$ cat src/rtl/commit_loadfill.sv
// Load-miss fill buffer behind commit: fetches missed lines or uncached words
// and serves commit's per-cycle queries until the stalled load hits.
module commit_loadfill #(
   parameter int ENTRIES = 4
) (
   input  logic        clk,
   input  logic        reset,
   input  logic        i_rdctrl_en,
   input  logic [7:0]  i_rdctrl_fid,
   input  logic [31:0] i_rdctrl_addr,
   input  logic        i_rdctrl_uncached,
   input  logic [1:0]  i_rdctrl_lswidth,
   input  logic [31:0] i_loadbuffer_qaddr,
   output logic        o_loadbuffer_qhit,
   output logic [31:0] o_loadbuffer_qdata,
   input  logic        i_inv_en,
   input  logic [31:0] i_inv_addr,
   input  logic        i_flush,
   output logic        o_mem_rd_req,
   output logic [31:0] o_mem_rd_addr,
   output logic        o_mem_rd_burst,
   output logic [7:0]  o_mem_rd_id,
   input  logic        i_mem_rd_gnt,
   input  logic        i_mem_rd_valid,
   input  logic [31:0] i_mem_rd_data,
   input  logic        i_mem_rd_last,
   output logic        o_busy
);

   localparam int PW = (ENTRIES > 1) ? $clog2(ENTRIES) : 1;

   typedef enum logic [1:0] {IDLE, REQ, DATA} state_t;

   state_t state, state_nx;

   logic [ENTRIES-1:0] ent_valid;
   logic [27:0]        ent_tag  [ENTRIES];
   logic [3:0][31:0]   ent_data [ENTRIES];
   logic               uc_valid;
   logic [29:0]        uc_addr;
   logic [31:0]        uc_data;
   logic [PW-1:0]      ptr;

   logic               cur_uc;
   logic               stale;
   logic               discard;
   logic [1:0]         beat;
   logic [3:0][31:0]   asm_line;

   logic               c_hit, uc_hit, rd_hit, free;
   logic [31:0]        c_word;
   logic [PW-1:0]      vic;
   logic               accept, inv_cur, fill_done, kill;
   logic [3:0][31:0]   fill_line;
   logic               unused_bits;

   assign unused_bits = ^{i_rdctrl_lswidth, i_rdctrl_addr[1:0],
                          i_loadbuffer_qaddr[1:0], i_inv_addr[1:0]};

   always_comb begin
      c_hit  = 1'b0;
      c_word = '0;
      rd_hit = 1'b0;
      free   = 1'b0;
      vic    = ptr;
      for (int i = 0; i < ENTRIES; i++) begin
         if (ent_valid[i] && ent_tag[i] == i_loadbuffer_qaddr[31:4]) begin
            c_hit  = 1'b1;
            c_word = ent_data[i][i_loadbuffer_qaddr[3:2]];
         end
         if (ent_valid[i] && ent_tag[i] == i_rdctrl_addr[31:4])
            rd_hit = 1'b1;
      end
      // Descending scan so the lowest invalid index wins
      for (int i = ENTRIES - 1; i >= 0; i--) begin
         if (!ent_valid[i]) begin
            free = 1'b1;
            vic  = PW'(i);
         end
      end
      if (i_rdctrl_uncached)
         rd_hit = uc_valid && uc_addr == i_rdctrl_addr[31:2];
   end

   assign uc_hit = uc_valid && uc_addr == i_loadbuffer_qaddr[31:2];
   assign o_loadbuffer_qhit  = uc_hit | c_hit;
   assign o_loadbuffer_qdata = uc_hit ? uc_data : (c_hit ? c_word : '0);

   assign inv_cur = i_inv_en && (cur_uc ?
                    i_inv_addr[31:2] == o_mem_rd_addr[31:2] :
                    i_inv_addr[31:4] == o_mem_rd_addr[31:4]);
   assign fill_done = state == DATA && i_mem_rd_valid && i_mem_rd_last;
   assign kill      = stale | inv_cur;

   always_comb begin
      fill_line       = asm_line;
      fill_line[beat] = i_mem_rd_data;
   end

   always_comb begin
      state_nx = state;
      accept   = 1'b0;
      case (state)
         IDLE: if (i_rdctrl_en && !rd_hit && !i_flush) begin
            accept   = 1'b1;
            state_nx = REQ;
         end
         REQ: begin
            if (i_mem_rd_gnt)  state_nx = DATA;
            else if (i_flush)  state_nx = IDLE;
         end
         DATA: if (i_mem_rd_valid && i_mem_rd_last) state_nx = IDLE;
         default: state_nx = IDLE;
      endcase
   end

   assign o_busy = state != IDLE;

   always_ff @(posedge clk or posedge reset) begin
      if (reset) begin
         state          <= IDLE;
         o_mem_rd_req   <= 1'b0;
         o_mem_rd_addr  <= '0;
         o_mem_rd_burst <= 1'b0;
         o_mem_rd_id    <= '0;
         ent_valid      <= '0;
         uc_valid       <= 1'b0;
         uc_addr        <= '0;
         uc_data        <= '0;
         ptr            <= '0;
         cur_uc         <= 1'b0;
         stale          <= 1'b0;
         discard        <= 1'b0;
         beat           <= '0;
         asm_line       <= '0;
         for (int i = 0; i < ENTRIES; i++) begin
            ent_tag[i]  <= '0;
            ent_data[i] <= '0;
         end
      end else begin
         state        <= state_nx;
         o_mem_rd_req <= state_nx == REQ;
         if (accept) begin
            o_mem_rd_addr  <= i_rdctrl_uncached ?
                              {i_rdctrl_addr[31:2], 2'b00} :
                              {i_rdctrl_addr[31:4], 4'b0000};
            o_mem_rd_burst <= !i_rdctrl_uncached;
            o_mem_rd_id    <= i_rdctrl_fid;
            cur_uc         <= i_rdctrl_uncached;
            stale          <= 1'b0;
            discard        <= 1'b0;
            beat           <= '0;
         end
         if (state != IDLE && inv_cur)
            stale <= 1'b1;
         if (state != IDLE && i_flush && cur_uc)
            discard <= 1'b1;
         if (state == DATA && i_mem_rd_valid) begin
            asm_line[beat] <= i_mem_rd_data;
            beat           <= beat + 2'd1;
         end
         if (uc_hit || i_flush ||
             (i_inv_en && uc_addr == i_inv_addr[31:2]))
            uc_valid <= 1'b0;
         for (int i = 0; i < ENTRIES; i++)
            if (i_inv_en && ent_tag[i] == i_inv_addr[31:4])
               ent_valid[i] <= 1'b0;
         // Fill commit last so it overrides clears of an unrelated victim
         if (fill_done && !kill) begin
            if (cur_uc) begin
               if (!discard && !i_flush) begin
                  uc_valid <= 1'b1;
                  uc_addr  <= o_mem_rd_addr[31:2];
                  uc_data  <= i_mem_rd_data;
               end
            end else begin
               ent_valid[vic] <= 1'b1;
               ent_tag[vic]   <= o_mem_rd_addr[31:4];
               ent_data[vic]  <= fill_line;
               if (!free) ptr <= ptr + PW'(1);
            end
         end
      end
   end

endmodule

$ cat config.mk
export PLATFORM = sky130hd
export DESIGN_NAME = commit_loadfill
export DESIGN_NICKNAME = d
export VERILOG_FILES = /design/src/rtl/commit_loadfill.sv
export SDC_FILE = /design/constraint.sdc
export NUM_CORES = 2
export LEC_CHECK = 0
export CAP_MARGIN = 40
export CORE_MARGIN = 2
export CORE_UTILIZATION = 60
export CTS_BUF_LIST = sky130_fd_sc_hd__clkbuf_16
export CTS_CLUSTER_DIAMETER = 200
export CTS_CLUSTER_SIZE = 40
export DETAILED_ROUTE_END_ITERATION = 12
export PLACE_DENSITY = 0.84
export SETUP_SLACK_MARGIN = 0.15
export SYNTH_ARGS = -nofsm -noshare
export SYNTH_HDL_FRONTEND = slang
export SYNTH_SLANG_ARGS = --single-unit
$ cat constraint.sdc
create_clock -name clk -period 61.2 [get_ports clk]
set_input_delay 9.18 -clock clk [delete_from_list [all_inputs] [get_ports clk]]
set_output_delay 9.18 -clock clk [all_outputs]
set_load 0.1 [all_outputs]
==> flow_summary.toml <==
[outcome]
status = "completed"

[final_layout]
final_util_pct = 67.3
drive_gt1_share_pct = 14.1
final_common_cell = "dfrtp_1"
fin_nets = 4087
syn_to_final_growth_pct = 11.2
mostFrequentLayoutCells = "868 x dfrtp_1, 533 x nand2_1, 525 x o21ai_0"
antenna_cells = 0

[synth]
synth_seq_cells = 868
seq_area_frac_synth_pct = 50.4
ys_types = 47
ys.flop_type = "dfrtp_1"
syn_avg_cell_area_um2 = 11.1
netlist_area_um2 = 43100
synth_warnings = 0
syn_inst = 3870
synth_edf_count = 0
async_flop_share_pct = 100

[die]
rows = 98
start_util_pct = 60.5
fp.dieArea_um2 = 74000
core-area_um2 = 71200
io_pins = 223
fp.dieW_um = 272
die_height_um = 272

[cts]
cts_buffer_depth = 3
clk_pin_slew_ps = 140
cts_tree = "built"
ctsResizeCount = 0
postCtsHoldBufs = 0
ctsHtreeMaxLevel = 1
cts_setup_buffers = 0
cts-root-buf = "clkbuf_16"
clock_sinks = 868
clkLatencyLatePin_ps = 680
cts_made_buffers = 25

[routing]
drc = 0
wire_per_inst_um = 26.3
drtAntennaViolNets = 0
viasPerCell = 6.33
drtIter0Drc = 3313
vias = 30900
firstDrtPassIters = 6
drt-total-wl_um = 129000

[place]
port_buffers = 212
place_hpwl_um = 86300
gp_congestion = 1.09

[worst_hold_path]
hold_path_startpoint = "ent_data[497]$_DFFE_PP0P_"
holdPathEnd = "ent_data[497]$_DFFE_PP0P_"
min_path_cells = 2
min_path_type = "reg2reg"

[global_route]
first_global_vias = 31400
antenna_found_initial = 3
grt_pass1_wl_um = 196000
grtUsageTotal_pct = 35.2
grt_overflow_total = 0
grt_max_degree = 286

[power]
p_per_area_nw_per_um2 = 35.0
clkPwrFrac_pct = 14.8
ir_worst_vdd_mv = 0.0412
pwr-share-seq_pct = 50.8
p_int_mw = 1.03
leakage_nw = 21.0
p_sw_share_pct = 38.5
p_sw_mw = 0.645
combPwrFrac_pct = 34.4

[sta]
min_period_over_period_pct = 38.8
rsz0062_at_grt = "false"
setup_viol = 0
skew_ps = 36.2
setup_tns_ps = 0
hold_viol_final = 0
slew_headroom_pct = 14.5
drv_slew = 0
max_clock_freq_mhz = 42.1
fin_crit_ps = 23740
worstMarginPinSlew_ps = 1280

[worst_setup_path]
rrSetupSlack_ps = 56970
crit_start = "i_loadbuffer_qaddr[7]"
critPathCaptureType = "primary output"
worst_setup_path_start_kind = "primary input"
r2r_cells = 9
r2r-end = "ent_tag[7]$_DFFE_PP0P_"
cp_max_fo = 32
required_ps = 52020
r2r-start = "o_mem_rd_addr[14]$_DFFE_PP0P_"
worst-setup-path-type = "in2out"
crit_arrival_ps = 14560

[flow_run]
max_cap_violations = 0
sequential cells by signal (all words and copies together), names as in the netlist:
| signal | flops |
|---|---|
| stale | 1 |
| ent_data | 512 |
| o_mem_rd_addr | 30 |
| uc_valid | 1 |
| ptr | 2 |
| o_mem_rd_id | 8 |
| cur_uc | 1 |
| uc_addr | 30 |
| o_mem_rd_burst | 1 |
| uc_data | 32 |
| asm_line | 128 |
| discard | 1 |
| state | 2 |
| o_mem_rd_req | 1 |
| beat | 2 |
| ent_valid | 4 |
| ent_tag | 112 |
kinds of logic (layout without fill, tap and decap cells):
group / count (synthesis) / in the layout / synth area share [%]
flops: 868 / 868 / 50.4
simple gates: 783 / 783 / 8.28
mux: 659 / 659 / 19.7
compound gates: 613 / 613 / 7.72
buf+inv: 492 / 557 / 4.57
xor+xnor: 450 / 450 / 9.15
fa+ha+maj: 4 / 4 / 0.116
other cells: 1 / 2 / 0.00870
power groups by stage:
stage               clock network, mW  registers [mW]  logic, mW
floorplan                           0           0.876      0.325
finish                          0.248           0.851      0.578
global route                    0.267           0.866      0.621
CTS                             0.249           0.846      0.574
global placement                    0           0.848      0.514
detailed placement                  0           0.857      0.572
cell usage after synthesis (2+ instances only):
| master | count | area share (%) |
|---|---|---|
| o22ai_1 | 3 | 0.044 |
| nand2_1 | 536 | 4.7 |
| xor2_1 | 209 | 4.2 |
| inv_1 | 179 | 1.6 |
| xnor2_1 | 241 | 4.9 |
| dfrtp_1 | 868 | 50 |
| nand3b_1 | 2 | 0.035 |
| o21ai_0 | 525 | 6.1 |
| buf_4 | 10 | 0.17 |
| nor3b_1 | 33 | 0.57 |
| nand4_1 | 77 | 1.1 |
| nor2b_1 | 2 | 0.029 |
| nand3_1 | 11 | 0.13 |
| o21ai_1 | 3 | 0.035 |
| mux2_2 | 242 | 6.3 |
| o2111ai_1 | 2 | 0.041 |
| ha_1 | 4 | 0.12 |
| nor3_1 | 8 | 0.093 |
| or4_1 | 2 | 0.035 |
| o221ai_1 | 32 | 0.65 |
| clkbuf_1 | 229 | 2.0 |
| nor2_1 | 9 | 0.078 |
| o211ai_1 | 2 | 0.035 |
| mux2i_1 | 288 | 6.7 |
| o31ai_1 | 4 | 0.070 |
| buf_6 | 4 | 0.10 |
| o21a_1 | 32 | 0.56 |
| buf_1 | 26 | 0.23 |
| nor4_1 | 65 | 0.94 |
| mux4_2 | 128 | 6.7 |
| and3_1 | 34 | 0.49 |
| a222oi_1 | 2 | 0.046 |
| buf_2 | 44 | 0.51 |
how the worst max path moves through the flow:
stage	end	slack, ps	cells after the start
floorplan	asm_line[0]$_DFFE_PP0P_	27630	1
global placement	o_loadbuffer_qdata[29]	37240	12
detailed placement	o_loadbuffer_qdata[29]	37610	13
CTS	o_loadbuffer_qdata[29]	37580	13
global route	o_loadbuffer_qdata[29]	37400	13
finish	o_loadbuffer_qdata[29]	37460	13
routing by layer:
metal / GRT usage (%) / vias to the layer above / part of all wire, %
met4: 15.6 / 4 / 5.6
met1: 49.0 / 15600 / 40
li1: - / 13400 / -
met3: 6.11 / 392 / 9.2
met2: 54.9 / 1555 / 46
met5: 0 / - / 0.017
metrics by stage:
stage | hold slack [ps] | total power, mW | std cells | worst slack (ps) | instance area [µm²]
4_1_cts | 495 | 1.67 | 4885 | 37580 | 47900
3_5_place_dp | 465 | 1.43 | 4858 | 37610 | 47300
6_report | 493 | 1.68 | 4886 | 37460 | 47900
5_1_grt | 508 | 1.75 | 4886 | 37400 | 47900
2_1_floorplan | 445 | 1.20 | 3871 | 27630 | 43100
3_3_place_gp | 456 | 1.36 | 4767 | 37240 | 45600
worst max-delay path, cell delays in order:
cell and delay, ps:
clkdlybuf4s50_1 920, xnor2_1 190, nand4_1 140, nor4_2 450
buf_4 500, nand2_2 140, buf_4 380, o2111ai_4 330
buf_4 580, o221ai_1 260, mux2i_1 520, clkdlybuf4s50_1 700
buf_16 200
area by class of cell:
cell class                 instances  area [µm²]
tap                              950        1190
multi-input combinational       2511       19500
clock buffer                      25         626
fill                            5152       23300
inverter                         179         679
sequential                       868       21700
clock inverter                     2        36.3
timing repair buffer             351        4160
No activity file was read; power rests on OpenSTA's default activity.
